`src/rtl/sort_pkg.sv`:
```
// Shared types and defaults for the sort job controller.
package sort_pkg;

  localparam int unsigned W_DEF        = 32;
  localparam int unsigned N_DEF        = 8;
  localparam int unsigned SORT_LAT_DEF = 2;

  typedef enum logic [1:0] {
    StLoad,
    StWait,
    StDrain
  } state_e;

  typedef logic [W_DEF-1:0] word_t;

endpackage

```
`src/rtl/sort_order_chk.sv`:
```
// Combinational descending-order check over N packed words (slice 0 must be largest).
module sort_order_chk
  import sort_pkg::*;
#(
  parameter int unsigned W = W_DEF,
  parameter int unsigned N = N_DEF
) (
  input  logic [N*W-1:0] data_i,
  output logic           ordered_o
);

  // Flag any adjacent pair where the later word exceeds the earlier one.
  always_comb begin
    ordered_o = 1'b1;
    for (int unsigned k = 0; k + 1 < N; k++) begin
      if (data_i[k*W +: W] < data_i[(k+1)*W +: W]) begin
        ordered_o = 1'b0;
      end
    end
  end

endmodule

```
`src/rtl/sort_job_ctrl.sv`:
```
// Sequencer around one N-input descending sorter: serial load, fixed-latency wait,
// serial drain (largest first). Optional ordering checker enabled by macro SORT_CHECK_EN;
// without it sort_err_o is tied low.
module sort_job_ctrl
  import sort_pkg::*;
#(
  parameter int unsigned W        = W_DEF,
  parameter int unsigned N        = N_DEF,
  parameter int unsigned SORT_LAT = SORT_LAT_DEF
) (
  input  logic           clk_i,
  input  logic           rst_ni,
  input  logic           in_valid_i,
  input  logic [W-1:0]   in_data_i,
  output logic           in_ready_o,
  output logic [N*W-1:0] srt_in_o,
  input  logic [N*W-1:0] srt_out_i,
  output logic           out_valid_o,
  output logic [W-1:0]   out_data_o,
  output logic           out_last_o,
  input  logic           out_ready_i,
  output logic           busy_o,
  output logic           sort_err_o
);

  localparam int unsigned CntW = $clog2(N);
  localparam int unsigned LatW = $clog2(SORT_LAT) + 1;
  localparam logic [CntW-1:0] LastIdx = CntW'(N - 1);
  localparam logic [LatW-1:0] LatLast = LatW'(SORT_LAT - 1);

  state_e                state_q, state_d;
  logic [CntW-1:0]       wcnt_q, wcnt_d;
  logic [CntW-1:0]       rcnt_q, rcnt_d;
  logic [LatW-1:0]       lat_q, lat_d;
  logic [N-1:0][W-1:0]   srt_in_q, srt_in_d;
  logic [N-1:0][W-1:0]   obuf_q, obuf_d;
  logic                  capture;

  assign srt_in_o = srt_in_q;

  // Next-state, counters, buffers and handshake outputs.
  always_comb begin
    state_d     = state_q;
    wcnt_d      = wcnt_q;
    rcnt_d      = rcnt_q;
    lat_d       = lat_q;
    srt_in_d    = srt_in_q;
    obuf_d      = obuf_q;
    capture     = 1'b0;
    in_ready_o  = 1'b0;
    out_valid_o = 1'b0;
    out_last_o  = 1'b0;
    busy_o      = 1'b0;
    out_data_o  = obuf_q[rcnt_q];

    unique case (state_q)
      StLoad: begin
        in_ready_o = 1'b1;
        if (in_valid_i) begin
          srt_in_d[wcnt_q] = in_data_i;
          if (wcnt_q == LastIdx) begin
            wcnt_d  = '0;
            lat_d   = '0;
            state_d = StWait;
          end else begin
            wcnt_d = wcnt_q + 1'b1;
          end
        end
      end
      StWait: begin
        busy_o = 1'b1;
        if (lat_q == LatLast) begin
          // srt_out has settled for the current srt_in; take a private copy.
          capture = 1'b1;
          obuf_d  = srt_out_i;
          lat_d   = '0;
          state_d = StDrain;
        end else begin
          lat_d = lat_q + 1'b1;
        end
      end
      StDrain: begin
        busy_o      = 1'b1;
        out_valid_o = 1'b1;
        out_last_o  = (rcnt_q == LastIdx);
        if (out_ready_i) begin
          if (rcnt_q == LastIdx) begin
            rcnt_d  = '0;
            state_d = StLoad;
          end else begin
            rcnt_d = rcnt_q + 1'b1;
          end
        end
      end
      default: state_d = StLoad;
    endcase
  end

  // State and datapath registers with synchronous active-low reset.
  always_ff @(posedge clk_i) begin
    if (!rst_ni) begin
      state_q  <= StLoad;
      wcnt_q   <= '0;
      rcnt_q   <= '0;
      lat_q    <= '0;
      srt_in_q <= '0;
      obuf_q   <= '0;
    end else begin
      state_q  <= state_d;
      wcnt_q   <= wcnt_d;
      rcnt_q   <= rcnt_d;
      lat_q    <= lat_d;
      srt_in_q <= srt_in_d;
      obuf_q   <= obuf_d;
    end
  end

`ifdef SORT_CHECK_EN
  logic ordered;
  logic sort_err_q, sort_err_d;

  sort_order_chk #(
    .W (W),
    .N (N)
  ) u_order_chk (
    .data_i    (srt_out_i),
    .ordered_o (ordered)
  );

  // Sticky error: set on a mis-ordered capture, cleared only by reset.
  always_comb begin
    sort_err_d = sort_err_q | (capture & ~ordered);
  end

  // Error flag register.
  always_ff @(posedge clk_i) begin
    if (!rst_ni) begin
      sort_err_q <= 1'b0;
    end else begin
      sort_err_q <= sort_err_d;
    end
  end

  assign sort_err_o = sort_err_q;
`else
  assign sort_err_o = 1'b0;
`endif

endmodule

```
`config.mk`:
```
export PLATFORM = sky130hd
export DESIGN_NAME = sort_job_ctrl
export DESIGN_NICKNAME = d
export VERILOG_FILES = /design/src/rtl/sort_pkg.sv /design/src/rtl/sort_order_chk.sv /design/src/rtl/sort_job_ctrl.sv
export SDC_FILE = /design/constraint.sdc
export NUM_CORES = 1
export LEC_CHECK = 0
export ABC_AREA = 1
export BUFFER_PORTS_ARGS = -buffer_cell sky130_fd_sc_hd__buf_4
export CAP_MARGIN = 10
export CORE_AREA = 3 3 227 229
export CTS_CLUSTER_SIZE = 25
export DETAILED_ROUTE_END_ITERATION = 8
export DIE_AREA = 0 0 230 232
export PLACE_DENSITY = 0.68
export SLEW_MARGIN = 0
export SYNTH_ARGS = -nofsm -noshare
export SYNTH_HDL_FRONTEND = slang
export SYNTH_SLANG_ARGS = --single-unit
```
`constraint.sdc`:
```
create_clock -name clk_i -period 1.4 [get_ports clk_i]
set_input_delay 0.28 -clock clk_i [delete_from_list [all_inputs] [get_ports clk_i]]
set_output_delay 0.28 -clock clk_i [all_outputs]
set_load 0.05 [all_outputs]
```
==> reports/metrics.csv, run 1 <==
metric,value,unit
status,finished with violations,
failed_checks,negative setup slack,
num_rows,82,
drv_slew,0,
via_count,26000,
syn-cell-area,0.0206,mm^2
pin_count,585,
period_share,180,%
reg2reg_depth,12,
dp_hpwl,58.0,mm
yosysTopAreaCellShare,50.7,%
drive_gt1_share,40.3,%
yosys.area.top_type,dfxtp_1,
ys_seq_elements,522,
clock_skew,24.3,ps
area_growth,82.4,%
ctsRootBufferMaster,clkbuf_16,
grt_max_degree,61,
synth.distinct_cells,23,
p_clk_share,28.0,%
synth.avg_cell_area,7.36,um^2
die_area,0.0534,mm^2
path_class,flip-flop to primary output,
p_comb_share,38.4,%
worst_setup_path_start_kind,flip-flop,
cp_max_fo,6,
worst_setup_path_end_kind,primary output,
synth_area_leaders,"dfxtp_1 (51%), o21ai_0 (14%), nor2_1 (10%)",
period_needed,2520,ps
rsz0062_at_grt,true,
p_int,32.4,mW
syn-instance-count,2802,
first_global_vias,22400,
finalInstanceArea,0.0376,mm^2
port_buffers,583,
setup_viol,807,
drv_cap,0,
layout.nets,4109,
maxUsedRoutingLayer,met5,
core,0.0499,mm^2
ant_nets,0,
drtIter0Drc,2735,
swShare,37.4,%
ys.warnings.count,0,
grt_pass1_wl,131,mm
irDropWorstVdd,967,uV
max_freq,397,MHz
cts-htree-levels,2,
die_y,232,um
critPathRequiredTime,1120,ps
rr_endpoint,srt_in_o[21],
grt_usage,31.5,%
cp.arrival,2240,ps
drt-total-wl,109,mm
numCtsBuffers,54,
pwr-share-seq,33.6,%
syn_nets,3101,
min_path_cells,3,
clock_latency,620,ps
crit_path_end,out_data_o[11],
clk_pin_slew,60,ps
dpl_cell_area,0.0271,mm^2
yosysSeqAreaShare,50.7,%
cts_buffer_depth,3,
place_congestion,0.973,
hold_violations,0,
first_pass_iters,6,
die_w,230,um
fin_ws,-1120,ps
whs,0.220,ps
p_leak,15.6,nW
r2r_slack,-480,ps
initial_core_util,41.4,%
grt_overflow,0,
wl_per_cell,23.9,um
wl_met2,48.7,mm
utilization,75.4,%
worst_hold_path_type,primary input to flip-flop,
antenna_found_initial,15,
wl_met3,11.1,mm
cts_tree,built,
p_sw,19.3,mW
avgViaCountPerCell,5.71,
power_density,1370,mW/mm^2
timing.rr.start,state_q[0],
clock-sinks,522,
critPathLaunch,rcnt_q[0],
drc,0,
wl_met1,39.9,mm
==> kinds of logic after synthesis <==
logic type               share of synthesized area (%)
buffers and inverters                             9.81
adder cells (fa/ha/maj)                          0.425
other                                           0.0182
AND/OR/NAND/NOR                                   16.2
AO/OA/AOI/OAI                                     22.9
flip-flops                                        50.7
==> placed cells by master (no fill, tap or decap), drive strengths merged <==
cell type    synthesis  routed
nor3                 1       1
a211oi               2       2
nand3               33      34
nand2              278     278
clkbuf             145     131
a21oi              263     263
ha                   7       7
o21ai              580     580
nand4                1       1
clkinvlp             0       3
inv                279     276
conb                 1       1
buf                 67     845
nor2               558     558
bufbuf               0       1
clkinv               0      18
dfxtp              522     522
diode                0      16
o211ai              65      65
dlygate4sd3          0     269
==> repair_timing <==
item / in CTS / in global routing
resized for setup: 300 / 903
endpoints found under the hold margin: 306 / 9
setup buffers: 33 / 37
gates cloned: 33 / 60
hold buffers: 260 / 9
setup endpoints to repair: 804 / 811
pin swaps: 48 / 188
==> power by group through the flow <==
stage          Combinational (mW)  Sequential (mW)  Clock [mW]
2_1_floorplan                6.09             20.1           0
3_3_place_gp                 13.6             17.4           0
3_5_place_dp                 13.8             17.5           0
4_1_cts                      15.9             17.2        14.3
5_1_grt                      20.6             17.5        15.1
6_report                     19.8             17.4        14.5
==> cell usage after synthesis <==
cell and instances:
o21ai_0 569, nor2_1 556, dfxtp_1 522, nand2_1 277
inv_1 270, a21oi_1 263, clkbuf_1 145, o211ai_1 65
nand3_1 32, buf_4 29, buf_2 27, o21ai_1 11
inv_2 9, ha_1 7, buf_1 6, buf_6 5
a211oi_1 2, nor2_4 2, conb_1 1, nand2_2 1
nand3_2 1, nand4_1 1, nor3_1 1
==> worst max-delay path, cell delays in order (launching register included) <==
cell and delay (ps):
dfxtp_4 350, buf_12 150, buf_12 150, clkbuf_16 160, o211ai_1 360, nand2_1 120
nand2_2 120, nand2_4 60, buf_6 150
==> cell type report <==
cell class                      instances  area [um^2]
Clock buffer                           83         1630
Timing Repair Buffer                 1163        12400
Antenna cell                           16         40.0
Inverter                              279         1150
Clock inverter                         18          123
Fill cell                            3075        12200
Tap cell                              672          841
Multi-Input combinational cell       1790        11000
Sequential cell                       522        10500
==> stage by stage <==
step                setup TNS [ps]  worst slack [ps]  std cells  power, mW
floorplan                   -14680             -83.3       2802       26.2
global placement            -72920              -402       4014       31.0
detailed placement          -97950              -426       4014       31.3
CTS                        -166620              -979       4441       47.4
global route               -207400             -1130       4542       53.1
finish                     -165460             -1120       4543       51.7
==> state kept, by name, summed over array words and instances (netlist names) <==
signal,count
rcnt_q,3
state_q,2
wcnt_q,3
srt_in_o,256
obuf_q,256
lat_q,2
==> routing by layer <==
metal / GRT usage [%] / vias to the layer above
li1: - / 11200
met3: 6.22 / 612
met2: 50.4 / 1875
met5: 0 / -
met1: 40.3 / 12300
met4: 16.4 / 2
==> worst min-delay path by stage <==
stage	slack, ps	start	end
global route	-10	srt_out_i[56]	obuf_q[56]
floorplan	420	obuf_q[128]	obuf_q[128]
finish	0.2	srt_out_i[56]	obuf_q[56]
detailed placement	430	obuf_q[151]	obuf_q[151]
global placement	430	obuf_q[133]	obuf_q[133]
CTS	0.08	in_data_i[16]	srt_in_o[208]
No activity file was read; power rests on OpenSTA's default activity.
==> run 2: changes to the inputs <==
CTS_BUF_LIST = sky130_fd_sc_hd__clkbuf_16   (was not set)
==> reports/metrics.csv, run 2 (synthesis gave the netlist of run 1 again) <==
metric,value,unit
status,finished with violations,
failed_checks,negative setup slack,
power_density,1360,mW/mm^2
fin_total_pwr,48.2,mW
rsz0062_at_grt,true,
period_needed,2410,ps
initial_core_util,41.4,%
drc,0,
hold_violations,0,
clk_pin_slew,60,ps
layout_common_cells,"buf_4 (643), nor2_1 (533), dfxtp_1 (518), o21ai_0 (325), inv_1 (277)",
critPathRequiredTime,1120,ps
drv_cap,0,
first_global_vias,22300,
path_class,flip-flop to primary output,
ant_nets,0,
drt-total-wl,95.4,mm
core,0.0499,mm^2
grt_pass1_wl,131,mm
wl_per_cell,21.2,um
first_pass_iters,5,
final_common_cell,buf_4,
die_area,0.0534,mm^2
worstMarginPinSlew,518,ps
tns,-165140,ps
fin_ws,-1010,ps
max_freq,415,MHz
pin_count,585,
cts_tree,built,
setup_viol,809,
cp_max_fo,9,
antenna_found_initial,12,
utilization,70.9,%
worst_setup_path_end_kind,primary output,
crit_slowest_cell,dfxtp_4,
whs,13.9,ps
drtIter0Drc,2016,
clock-sinks,522,
via_count,24300,
irDropWorstVdd,970,uV
ctsRootBufferMaster,clkbuf_16,
worst_hold_path_type,primary input to flip-flop,
clock_skew,27.3,ps
port_buffers,583,
cp.arrival,2130,ps
numCtsBuffers,54,
avgViaCountPerCell,5.40,
num-fill-cells,3553,
cpMostUsedCell,nand2_1,
cts-htree-levels,2,
cts_buffer_depth,3,
drv_slew,0,
relSlewSlack,65.3,%
die_y,232,um
drive_gt1_share,33.5,%
worst_setup_path_start_kind,flip-flop,
slowest_delay,480,ps
clock_latency,620,ps
num_rows,82,
crit_path_cell_trace,"buf_12, buf_12, nand2_1, o211ai_1, nand2_1, nand2_1, nand2_4, buf_4",
grt_usage,31.4,%
layout.nets,4068,
period_share,172,%
p_leak,14.8,nW
place_congestion,0.973,
area_growth,71.4,%
grt_overflow,0,
die_w,230,um
grt_max_degree,61,
dp_hpwl,58.0,mm
## run 2: cell count changes in the layout (fill, tap and decap cells not counted), moves of 30 or more
cell / before / now
o21ai_4: 62 / 32
o21ai_0: 226 / 325
a21oi_1: 186 / 222
nor2_1: 450 / 533
a21oi_2: 74 / 40
o21ai_2: 203 / 133
nor2_4: 41 / 10
nor2_2: 67 / 15
## run 2: per-stage QoR
stage | area, um^2 | std cells | setup WS (ps)
after global placement | 27100 | 4014 | -402
after CTS | 33400 | 4444 | -984
after global routing | 35300 | 4497 | -1090
after floorplan | 21200 | 2802 | -83.3
final | 35400 | 4503 | -1010
after detailed placement | 27100 | 4014 | -426
## run 2: worst max-delay path, delay by kind of cell, from the launching register on
| kind | cells | cell delay (ps) |
|---|---|---|
| AOI/OAI and AO/OA | 1 | 120 |
| DFF | 1 | 480 |
| and+or+nand+nor | 4 | 410 |
| buffers and inverters | 3 | 500 |
## run 2: final cells by class
type                       instances  area (um^2)  area share (%)
antenna                           17         42.5           0.120
clock buffer                      54         1350            3.82
clock inverter                    47          231           0.655
inverter                         279         1120            3.17
multi-input combinational       1790         9830            27.8
sequential                       522        10500            29.6
tap                              672          841            2.38
timing repair buffer            1122        11500            32.5
## run 2: routing by layer
| metal | routed length (um) | global-route usage, % | up-vias |
|---|---|---|---|
| met4 | 5920 | 15.4 | 4 |
| met3 | 8140 | 5.67 | 376 |
| met5 | 22 | 0 | - |
| met2 | 44200 | 50.5 | 1430 |
| li1 | - | - | 11100 |
| met1 | 37100 | 40.7 | 11500 |
## run 2: what timing repair did
| action | 4_1_cts | 5_1_grt |
|---|---|---|
| hold endpoints to repair | 306 | 2 |
| resized for setup | 282 | 461 |
| pin swaps | 47 | 71 |
| endpoints found under the setup margin | 804 | 811 |
| buffers inserted | 30 | 23 |
| cloned | 32 | 26 |
| hold buffers | 267 | 2 |
## run 2: power breakdown
group | internal, mW | switching [mW] | leakage, nW
combinational | 7.05 | 10.7 | 9.70
clock | 7.02 | 6.20 | 0.825
sequential | 16.4 | 0.879 | 4.22
total | 30.5 | 17.8 | 14.8
## run 2: final timing paths
check                                   start              to  slack [ps]  cells past startpoint
worst max register to register     state_q[1]     obuf_q[125]        -420                      9
worst min register to register    obuf_q[151]     obuf_q[151]         440                      2
worst min-delay path            in_data_i[29]   srt_in_o[125]          10                      3
worst max-delay path                rcnt_q[0]  out_data_o[18]       -1010                      8
